--- config.mk ---
export PLATFORM = sky130hd
export DESIGN_NAME = fetch_unit
export DESIGN_NICKNAME = d
export VERILOG_FILES = /design/src/rtl/fetch_unit.sv
export SDC_FILE = /design/constraint.sdc
export NUM_CORES = 1
export LEC_CHECK = 0
export BUFFER_PORTS_ARGS = -buffer_cell sky130_fd_sc_hd__buf_2
export CORE_ASPECT_RATIO = 0.8
export CORE_MARGIN = 10
export CORE_UTILIZATION = 40
export CTS_CLUSTER_DIAMETER = 60
export DETAILED_ROUTE_END_ITERATION = 16
export GPL_TIMING_DRIVEN = 0
export PLACE_DENSITY = 0.76
export SKIP_LAST_GASP = 1
export SLEW_MARGIN = 30
export SYNTH_ARGS = -nofsm -noshare
export SYNTH_HDL_FRONTEND = slang
export SYNTH_SLANG_ARGS = --single-unit
--- constraint.sdc ---
create_clock -name clk -period 2.2 [get_ports clk]
set_input_delay 0.44 -clock clk [delete_from_list [all_inputs] [get_ports clk]]
set_output_delay 0.44 -clock clk [all_outputs]
set_load 0.05 [all_outputs]
--- src/rtl/fetch_unit.sv ---
// fetch_unit: instruction fetch stage plus IF/ID pipeline register.
// Keeps one instruction-memory request in flight at a time, parks a response
// in a one-entry skid buffer while decode cannot take it, and flushes and
// refetches on a redirect from execute.
// Optional build macro FETCH_PERF_COUNT_EN adds fetch_count/stall_count.
// A redirect that lands while a flushed response is still being drained keeps
// the unit in DRAIN so a second request is never issued with one in flight.
// A drained response that arrives while halted parks the unit in IDLE, so the
// refetch request is only raised once halted drops.
module fetch_unit #(
  parameter logic [31:0] RESET_PC = 32'h0000_0000
) (
  input  logic        clk,
  input  logic        reset,
  input  logic        stall,
  input  logic        halted,
  input  logic        redirect_valid,
  input  logic [31:0] redirect_pc,
  output logic        imem_req,
  output logic [31:0] imem_addr,
  input  logic        imem_gnt,
  input  logic        imem_rvalid,
  input  logic [31:0] imem_rdata,
  output logic        decode_valid,
  output logic [31:0] decode_instr,
  output logic [31:0] decode_pc,
  output logic [4:0]  decode_opcode,
  output logic [4:0]  decode_reg1,
  output logic [4:0]  decode_reg2
`ifdef FETCH_PERF_COUNT_EN
  ,
  output logic [31:0] fetch_count,
  output logic [31:0] stall_count
`endif
);

  typedef enum logic [2:0] {
    S_IDLE,
    S_REQ,
    S_WAIT,
    S_HOLD,
    S_DRAIN
  } state_t;

  state_t      state_q, state_d;
  logic [31:0] pc_q, pc_d;
  logic        imem_req_q, imem_req_d;
  logic [31:0] imem_addr_q, imem_addr_d;
  logic        dec_valid_q, dec_valid_d;
  logic [31:0] dec_instr_q, dec_instr_d;
  logic [31:0] dec_pc_q, dec_pc_d;
  // Skid word is only meaningful in S_HOLD; its address is always pc_q.
  logic [31:0] skid_q, skid_d;

  logic        adv;
  logic        load;
  logic [31:0] pc_inc;
  logic [31:0] target;

  // Next-state, IF/ID and request logic; halted first, then redirect, then normal flow.
  always_comb begin
    state_d     = state_q;
    pc_d        = pc_q;
    imem_req_d  = imem_req_q;
    imem_addr_d = imem_addr_q;
    dec_valid_d = dec_valid_q;
    dec_instr_d = dec_instr_q;
    dec_pc_d    = dec_pc_q;
    skid_d      = skid_q;
    load        = 1'b0;
    adv         = !stall && !halted;
    pc_inc      = pc_q + 32'd4;
    target      = redirect_pc & ~32'd3;

    if (halted) begin
      case (state_q)
        S_REQ: begin
          if (imem_gnt) begin
            state_d    = S_WAIT;
            imem_req_d = 1'b0;
          end
        end
        S_WAIT: begin
          if (imem_rvalid) begin
            skid_d  = imem_rdata;
            state_d = S_HOLD;
          end
        end
        S_DRAIN: begin
          if (imem_rvalid) state_d = S_IDLE;
        end
        default: ;
      endcase
    end else if (redirect_valid) begin
      pc_d        = target;
      dec_valid_d = 1'b0;
      case (state_q)
        S_WAIT:  state_d = imem_rvalid ? S_REQ : S_DRAIN;
        S_REQ:   state_d = imem_gnt ? S_DRAIN : S_REQ;
        S_DRAIN: state_d = imem_rvalid ? S_REQ : S_DRAIN;
        default: state_d = S_REQ;
      endcase
    end else begin
      case (state_q)
        S_IDLE: state_d = S_REQ;
        S_REQ: begin
          if (imem_gnt) state_d = S_WAIT;
        end
        S_WAIT: begin
          if (imem_rvalid) begin
            if (adv || !dec_valid_q) begin
              load        = 1'b1;
              dec_valid_d = 1'b1;
              dec_instr_d = imem_rdata;
              dec_pc_d    = pc_q;
              pc_d        = pc_inc;
              state_d     = S_REQ;
            end else begin
              skid_d  = imem_rdata;
              state_d = S_HOLD;
            end
          end
        end
        S_HOLD: begin
          if (adv) begin
            load        = 1'b1;
            dec_valid_d = 1'b1;
            dec_instr_d = skid_q;
            dec_pc_d    = pc_q;
            pc_d        = pc_inc;
            state_d     = S_REQ;
          end
        end
        S_DRAIN: begin
          if (imem_rvalid) state_d = S_REQ;
        end
        default: state_d = S_IDLE;
      endcase
      if (adv && !load) dec_valid_d = 1'b0;
    end

    if (!halted) begin
      imem_req_d = (state_d == S_REQ);
      if (state_d == S_REQ) imem_addr_d = pc_d;
    end
  end

  // State register with synchronous reset.
  always_ff @(posedge clk) begin
    if (reset) begin
      state_q     <= S_IDLE;
      pc_q        <= RESET_PC;
      imem_req_q  <= 1'b0;
      imem_addr_q <= 32'd0;
      dec_valid_q <= 1'b0;
      dec_instr_q <= 32'd0;
      dec_pc_q    <= 32'd0;
      skid_q      <= 32'd0;
    end else begin
      state_q     <= state_d;
      pc_q        <= pc_d;
      imem_req_q  <= imem_req_d;
      imem_addr_q <= imem_addr_d;
      dec_valid_q <= dec_valid_d;
      dec_instr_q <= dec_instr_d;
      dec_pc_q    <= dec_pc_d;
      skid_q      <= skid_d;
    end
  end

  assign imem_req      = imem_req_q;
  assign imem_addr     = imem_addr_q;
  assign decode_valid  = dec_valid_q;
  assign decode_instr  = dec_instr_q;
  assign decode_pc     = dec_pc_q;
  assign decode_opcode = dec_instr_q[4:0];
  assign decode_reg1   = dec_instr_q[14:10];
  assign decode_reg2   = dec_instr_q[19:15];

`ifdef FETCH_PERF_COUNT_EN
  logic [31:0] fetch_count_q, fetch_count_d;
  logic [31:0] stall_count_q, stall_count_d;

  // Counter increments: words loaded into IF/ID and cycles a valid instruction is stalled.
  always_comb begin
    fetch_count_d = fetch_count_q;
    stall_count_d = stall_count_q;
    if (load) fetch_count_d = fetch_count_q + 32'd1;
    if (dec_valid_q && stall && !halted) stall_count_d = stall_count_q + 32'd1;
  end

  // Performance counter registers, wrapping naturally.
  always_ff @(posedge clk) begin
    if (reset) begin
      fetch_count_q <= 32'd0;
      stall_count_q <= 32'd0;
    end else begin
      fetch_count_q <= fetch_count_d;
      stall_count_q <= stall_count_d;
    end
  end

  assign fetch_count = fetch_count_q;
  assign stall_count = stall_count_q;
`endif

endmodule

==> results of run 1 <==
report_power, final:
group	internal [uW]	switching, uW	total, uW
Clock	1750	1320	3070
Combinational	286	699	984
Sequential	3080	93.3	3170
worst paths after layout:
kind                                endpoint                 startpoint
setup / recovery  imem_addr[10]$_SDFFE_PP0P_      state_q[1]$_SDFF_PP0_
hold / removal       skid_q[25]$_SDFFE_PP0P_             imem_rdata[25]
setup reg to reg  imem_addr[10]$_SDFFE_PP0P_      state_q[1]$_SDFF_PP0_
hold reg to reg    decode_pc[5]$_SDFFE_PP0P_  decode_pc[5]$_SDFFE_PP0P_
area by class of cell:
cell class / instances / share of cell area, %
sequential: 165 / 34.1
buffer: 92 / 5.10
clock buffer: 19 / 4.63
tap: 253 / 3.23
clock inverter: 12 / 1.48
timing repair buffer: 201 / 10.9
multi-input combinational: 676 / 40.3
inverter: 7 / 0.268
cells by family (layout without fill, tap and decap cells):
family / Yosys count / after routing
and+or+nand+nor: 434 / 434
AOI/OAI and AO/OA: 233 / 233
DFF: 165 / 165
buffers and inverters: 101 / 331
muxes: 5 / 5
xor gates and xnor gates: 3 / 3
adders and majority gates: 1 / 1
cell usage in the layout (no fill, tap or decap), drive strengths merged, types with 17 or more instances in the layout:
cell type,Yosys,layout
a21oi,91,91
dfxtp,165,165
nand3,59,59
nor3,17,17
o21ai,29,29
clkbuf,50,69
nand2,197,197
buf,44,243
nor2,92,92
a311oi,35,35
state kept, by name (all words and copies together), names as in the netlist:
| register | count |
|---|---|
| skid_q | 32 |
| decode_pc | 32 |
| imem_addr | 32 |
| decode_valid | 1 |
| pc_q | 32 |
| imem_req | 1 |
| decode_instr | 32 |
| state_q | 3 |
through the flow:
step | cell area [sq um] | total power [uW] | setup TNS, ps | setup WS (ps) | cells
5_1_grt | 9790 | 7440 | -189 | -97.7 | 1425
3_5_place_dp | 8710 | 4120 | -55880 | -609 | 1374
6_report | 9790 | 7220 | -62.9 | -62.9 | 1425
4_1_cts | 9510 | 7200 | -436 | -79.3 | 1409
3_3_place_gp | 8710 | 4110 | -58630 | -607 | 1374
2_1_floorplan | 7500 | 3780 | 0 | 51.4 | 942
layer usage:
metal | vias to the layer above | track usage (%) | wire length, um
met1 | 3783 | 31.4 | 13000
met3 | 57 | 7.56 | 3450
met2 | 470 | 32.8 | 12500
met4 | 2 | 6.66 | 619
li1 | 3782 | - | -
met5 | - | 0 | 9
timing repair:
item / 4_1_cts / 5_1_grt
setup buffers: 4 / 17
hold buffers: 0 / 0
hold endpoints to repair: 0 / 0
pin swaps: 4 / 15
gates resized for setup: 42 / 63
endpoints found under the setup margin: 131 / 111
gates cloned: 0 / 1
worst reg2reg max path: stages (launching register included):
cell,delay [ps]
dfxtp_2,330
buf_6,130
and4bb_4,240
a2bb2oi_4,320
buf_4,270
nor3_1,70
o22a_1,180
a21oi_1,430
a211oi_1,160
==> impl_metrics.py, run 1 <==
metrics = {
    "status": {
        "outcome": "finished with violations",
        "failed_checks": "negative setup slack",
    },
    "sta": {
        "max_freq_ghz": 0.442,
        "period_needed_ps": 2260,
        "rsz0062_at_grt": "true",
        "holdWs_ps": 252,
        "hold_viol_final": 0,
        "maxSlewHeadroom_pct": 40.4,
        "slew_viol_final": 0,
        "finalSetupViolCount": 1,
        "tightest_slew_ps": 894,
        "fin_skew_ps": 6.20,
        "timing.final.crit_share_pct": 103,
        "fin_ws_ps": -62.9,
    },
    "global_routing": {
        "antenna_found_initial": 1,
        "grt_first_pass_wirelength_mm": 44.3,
        "grt_start_max_net_pins": 17,
        "grt_usage_pct": 22.7,
        "grt_pass1_vias": 7450,
        "overflow": 0,
    },
    "synth": {
        "synth_cells": 942,
        "synth_top_area_share_pct": 44.0,
        "syn_area_per_cell_sq_um": 7.96,
        "synth_compound_area_share_pct": 21.2,
        "synth_adder_area_share_pct": 0.167,
        "yosysWarnings": 0,
        "yosys_most_used_dff": "dfxtp_1",
        "synth_xor_area_share_pct": 0.350,
        "yosys-top-cells-area": "dfxtp_1 (44%), nand2_1 (9.9%), a21oi_1 (6.0%)",
        "synth_area_sq_um": 7500,
        "muxShareOfSynthArea_pct": 0.717,
        "synthArstFlopShare_pct": 0,
        "ys_seq_area_share_pct": 44.0,
        "synthSimpleGateAreaFrac_pct": 27.0,
        "synth_largest_area_cell": "dfxtp_1",
        "synth_top_family_by_area": "simple AND/OR/NAND/NOR gates",
        "yosysMostFrequentCell": "nand2_1",
        "yosysUniqueCellTypes": 78,
        "synth_seq_cells": 165,
        "syn_nets": 1014,
        "synth-edff-count": 0,
        "synth_commonest_cells": "nand2_1 (197), dfxtp_1 (165), nor2_1 (91)",
    },
    "critical_path": {
        "cp_top_family": "compound AO/OA/AOI/OAI gates",
        "reg2reg_depth": 8,
        "endpoint_kind": "register",
        "critPathBufInv": 2,
        "critical_path_class": "reg2reg",
        "r2r_slack_ps": -60,
        "crit_required_ps": 2490,
        "crit_path_max_incr_delay_ps": 430,
        "crit_chain": "buf_6 -> and4bb_4 -> a2bb2oi_4 -> buf_4 -> nor3_1 -> o22a_1 -> a21oi_1 -> a211oi_1",
        "startpoint_type": "register",
        "cp_slowest_cell": "a21oi_1",
        "cp_max_fo": 10,
        "cp.depth": 8,
        "cp_data_arrival_time_ps": 2560,
    },
    "placed_design": {
        "dp_hpwl_mm": 21.7,
        "port-buffer-count": 179,
        "gp_congestion": 0.996,
    },
    "cells_and_area": {
        "fill_cells": 1774,
        "multi_input_area_sq_um": 3950,
        "n_antenna_cell": 0,
        "register_area_sq_um": 3340,
        "drive_gt1_share_pct": 30.1,
        "nNetsFinal": 1232,
        "final_core_util_pct": 53.5,
        "areaGrowthSynthToFinish_pct": 30.5,
    },
    "power_and_ir_drop": {
        "p_leak_uw": 0.00396,
        "powerDensity_nw_per_um2": 738,
        "peakVddDrop_mv": 0.531,
    },
    "detailed_routing": {
        "drc": 0,
        "routed_wirelength_mm": 29.6,
        "via_per_inst": 5.68,
        "dr_total_vias": 8094,
        "drt_first_iter_violations": 899,
        "wl_per_cell_um": 20.8,
        "ant_nets": 0,
        "drtPass1Iterations": 7,
    },
    "floorplanning": {
        "die_h_um": 142,
        "fp.dieW_um": 173,
        "core_sq_um": 18300,
        "rows": 44,
        "dieArea_sq_um": 24700,
        "start_util_pct": 41.0,
        "num_io_pins": 184,
    },
    "run": {
        "maxCapViolations": 0,
    },
    "clock_tree": {
        "cts_buffers": 17,
        "cts_tree": "yes",
        "clock_latency_ps": 430,
        "cts_root_buf": "clkbuf_16",
        "cts.sinks": 165,
        "clock_path_buffers": 2,
        "htreeDepth": 4,
        "clk_pin_slew_ps": 70,
    },
    "min_path": {
        "hold_depth": 3,
        "hold_path.class": "in2reg",
    },
}
(Power assumes the default switching activity.)
==> run 2: changes to the inputs <==
Settings changed: ABC_AREA set to 1, PLACE_DENSITY 0.76 to 0.67.
==> run 2 against run 1 <==
Effect of this change: synthesized cell count is 13% higher; critical path depth up 4; highest routed layer is now met4; clock power decreased by 6%; cell count is 7.9% higher; largest cell class unchanged; maximum frequency grew 9.0%; clock skew rose by 1.3 ps; sequential power about the same; design area shrank 4.4%; non-clock buffer count down 37; sequential share of layout area is 1.2 points higher; setup slack better by 190 ps; the flow now finishes without violations; power is 6.2% lower.
==> impl_metrics.py, run 2 <==
metrics = {
    "cells_and_area": {
        "register_area_sq_um": 3310,
        "areaGrowthSynthToFinish_pct": 25.6,
        "final_common_cell": "nand2_1",
        "fill_cells": 1867,
        "nNetsFinal": 1343,
        "n_antenna_cell": 0,
        "final_cell_area_sq_um": 9360,
        "multi_input_area_sq_um": 3460,
        "final_cell_count_no_fill": 1537,
        "drive_gt1_share_pct": 23.1,
        "most-common-layout-cells": "nand2_1 (278), buf_2 (190), dfxtp_1 (163), o21ai_0 (126), nor2_1 (108)",
    },
    "placed_design": {
        "pre_cts_slack_ps": -173,
        "gp_congestion": 0.975,
        "dpl_cell_area_sq_um": 8670,
        "dp_hpwl_mm": 20.2,
        "port-buffer-count": 180,
        "dp_cells": 1500,
    },
    "detailed_routing": {
        "wl_per_cell_um": 17.2,
        "dr_total_vias": 7841,
        "drtPass1Iterations": 7,
        "drc": 0,
        "routed_wirelength_mm": 26.5,
        "ant_nets": 0,
        "via_per_inst": 5.10,
        "drt_first_iter_violations": 881,
    },
    "synth": {
        "synth_commonest_cells": "nand2_1 (281), dfxtp_1 (165), o21ai_0 (126)",
        "muxShareOfSynthArea_pct": 0,
        "yosysUniqueCellTypes": 37,
        "synth_top_area_share_pct": 44.3,
        "synth_largest_area_cell": "dfxtp_1",
        "synthArstFlopShare_pct": 0,
        "yosysMostFrequentCell": "nand2_1",
        "synthSimpleGateAreaFrac_pct": 25.5,
        "synth_cells": 1067,
        "synth_top_family_by_area": "simple AND/OR/NAND/NOR gates",
        "synth_adder_area_share_pct": 0.168,
        "syn_nets": 1139,
        "synth_area_sq_um": 7450,
        "synth_xor_area_share_pct": 0.235,
        "synth_seq_cells": 165,
        "synth-edff-count": 0,
        "yosysWarnings": 0,
        "ys_seq_area_share_pct": 44.3,
        "yosys-top-cells-area": "dfxtp_1 (44%), nand2_1 (14%), o21ai_0 (8.5%)",
        "yosys_most_used_dff": "dfxtp_1",
        "synth_compound_area_share_pct": 19.6,
        "syn_area_per_cell_sq_um": 6.98,
    },
    "sta": {
        "tightest_slew_ps": 640,
        "fin_skew_ps": 7.47,
        "maxSlewHeadroom_pct": 57.3,
        "finalSetupViolCount": 0,
        "slew_viol_final": 0,
        "period_needed_ps": 2080,
        "fin_ws_ps": 123,
        "rsz0062_at_grt": "true",
        "max_freq_ghz": 0.482,
        "hold_viol_final": 0,
        "finalSetupTns_ps": 0,
        "timing.final.crit_share_pct": 94.4,
    },
    "clock_tree": {
        "cts_buffers": 17,
        "cts_hold_buf": 0,
        "cts_tree": "yes",
        "clk_pin_slew_ps": 70,
        "cts_root_buf": "clkbuf_16",
        "clock_latency_ps": 420,
        "htreeDepth": 4,
        "cts.sinks": 165,
        "clock_path_buffers": 2,
    },
    "critical_path": {
        "r2r_end": "imem_addr[28]$_SDFFE_PP0P_",
        "r2r_slack_ps": 120,
        "rr_startpoint": "pc_q[2]$_SDFF_PP0_",
        "crit_required_ps": 2520,
        "critical_path_class": "reg2reg",
        "reg2reg_depth": 12,
        "startpoint": "pc_q[2]$_SDFF_PP0_",
        "cp_max_fo": 4,
        "endpoint_kind": "register",
        "cp_data_arrival_time_ps": 2390,
        "startpoint_type": "register",
    },
    "global_routing": {
        "grt_first_pass_wirelength_mm": 40.9,
        "grt_pass1_vias": 7372,
        "antenna_found_initial": 0,
        "grt_usage_pct": 20.7,
        "grt_start_max_net_pins": 17,
        "overflow": 0,
    },
    "floorplanning": {
        "dieArea_sq_um": 24500,
        "die_h_um": 142,
        "fp.dieW_um": 173,
        "num_io_pins": 184,
        "rows": 44,
        "start_util_pct": 40.9,
        "core_sq_um": 18200,
    },
    "min_path": {
        "min_to": "skid_q[11]$_SDFFE_PP0P_",
        "hp-start": "imem_rdata[11]",
        "hold_depth": 3,
        "hold_path.class": "in2reg",
    },
    "run": {
        "maxCapViolations": 0,
    },
    "power_and_ir_drop": {
        "powerDensity_nw_per_um2": 724,
        "p_leak_uw": 0.00436,
        "peakVddDrop_mv": 0.460,
        "p_total_uw": 6780,
    },
    "status": {
        "outcome": "complete, no violations",
    },
}
## run 2: cell count changes after synthesis, moves of 8 or more
cell | before | now
o21ai_0 | 26 | 126
nor2_1 | 91 | 113
a21oi_1 | 90 | 72
nand3_1 | 58 | 44
nor4_1 | 9 | 1
nand2_1 | 197 | 281
nand4_1 | 14 | 6
o21ai_2 | 1 | 11
clkbuf_1 | 50 | 31
a31oi_1 | 6 | 36
a311oi_1 | 35 | 1
inv_1 | 5 | 91
## run 2: what timing repair did
item,CTS,global route
gates resized for setup,2,22
setup buffers,3,2
setup endpoints to repair,97,151
pin swaps,2,5
## run 2: cells by family after synthesis
logic type,after synthesis
fa+ha+maj,1
buf+inv,169
compound gates,264
flops,165
simple gates,466
xor+xnor,2
## run 2: power by group
group | total [uW] | internal [uW] | switching (uW)
Clock | 2880 | 1570 | 1310
Sequential | 3140 | 3070 | 78.1
Combinational | 746 | 214 | 533
## run 2: critical path, stage by stage, from the launching register on
cell     delay [ps]
dfxtp_1         410
ha_1            220
nand3_1         150
nor2_2          240
nand3_2         180
nor2_4          180
nand3_1         130
o21ai_0         160
nand2_1          70
nand2_1          90
nand2_1          60
nand2_1          50
nand2_1          40
## run 2: routing by layer
layer | up-vias | part of all wire [%] | track usage (%)
li1 | 3879 | - | -
met1 | 3586 | 48 | 29.1
met2 | 341 | 41 | 30.4
met3 | 35 | 8.9 | 6.07
met4 | 0 | 1.4 | 4.84
met5 | - | 0 | 0
## run 2: worst max path at each step
stage	end	slack, ps
floorplan	imem_addr[9]$_SDFFE_PP0P_	380
global placement	decode_instr[3]$_SDFFE_PP0P_	-160
detailed placement	decode_pc[22]$_SDFFE_PP0P_	-170
CTS	imem_addr[28]$_SDFFE_PP0P_	4
global route	imem_addr[4]$_SDFFE_PP0P_	-20
finish	imem_addr[28]$_SDFFE_PP0P_	120
## run 2: area by class of cell
class                      count  area share [%]
buffer                        71            4.27
timing repair buffer         185            10.2
multi-input combinational    733            37.0
sequential                   165            35.3
tap                          253            3.38
inverter                      98            3.96
clock buffer                  18            4.59
clock inverter                14            1.36
## run 2: stage by stage
stage | utilization, % | hold slack (ps)
final | 51.4 | 257
after global routing | 51.4 | 257
after CTS | 50.8 | 247
after detailed placement | 47.6 | 431
after global placement | 47.6 | 425
after floorplan | - | 424
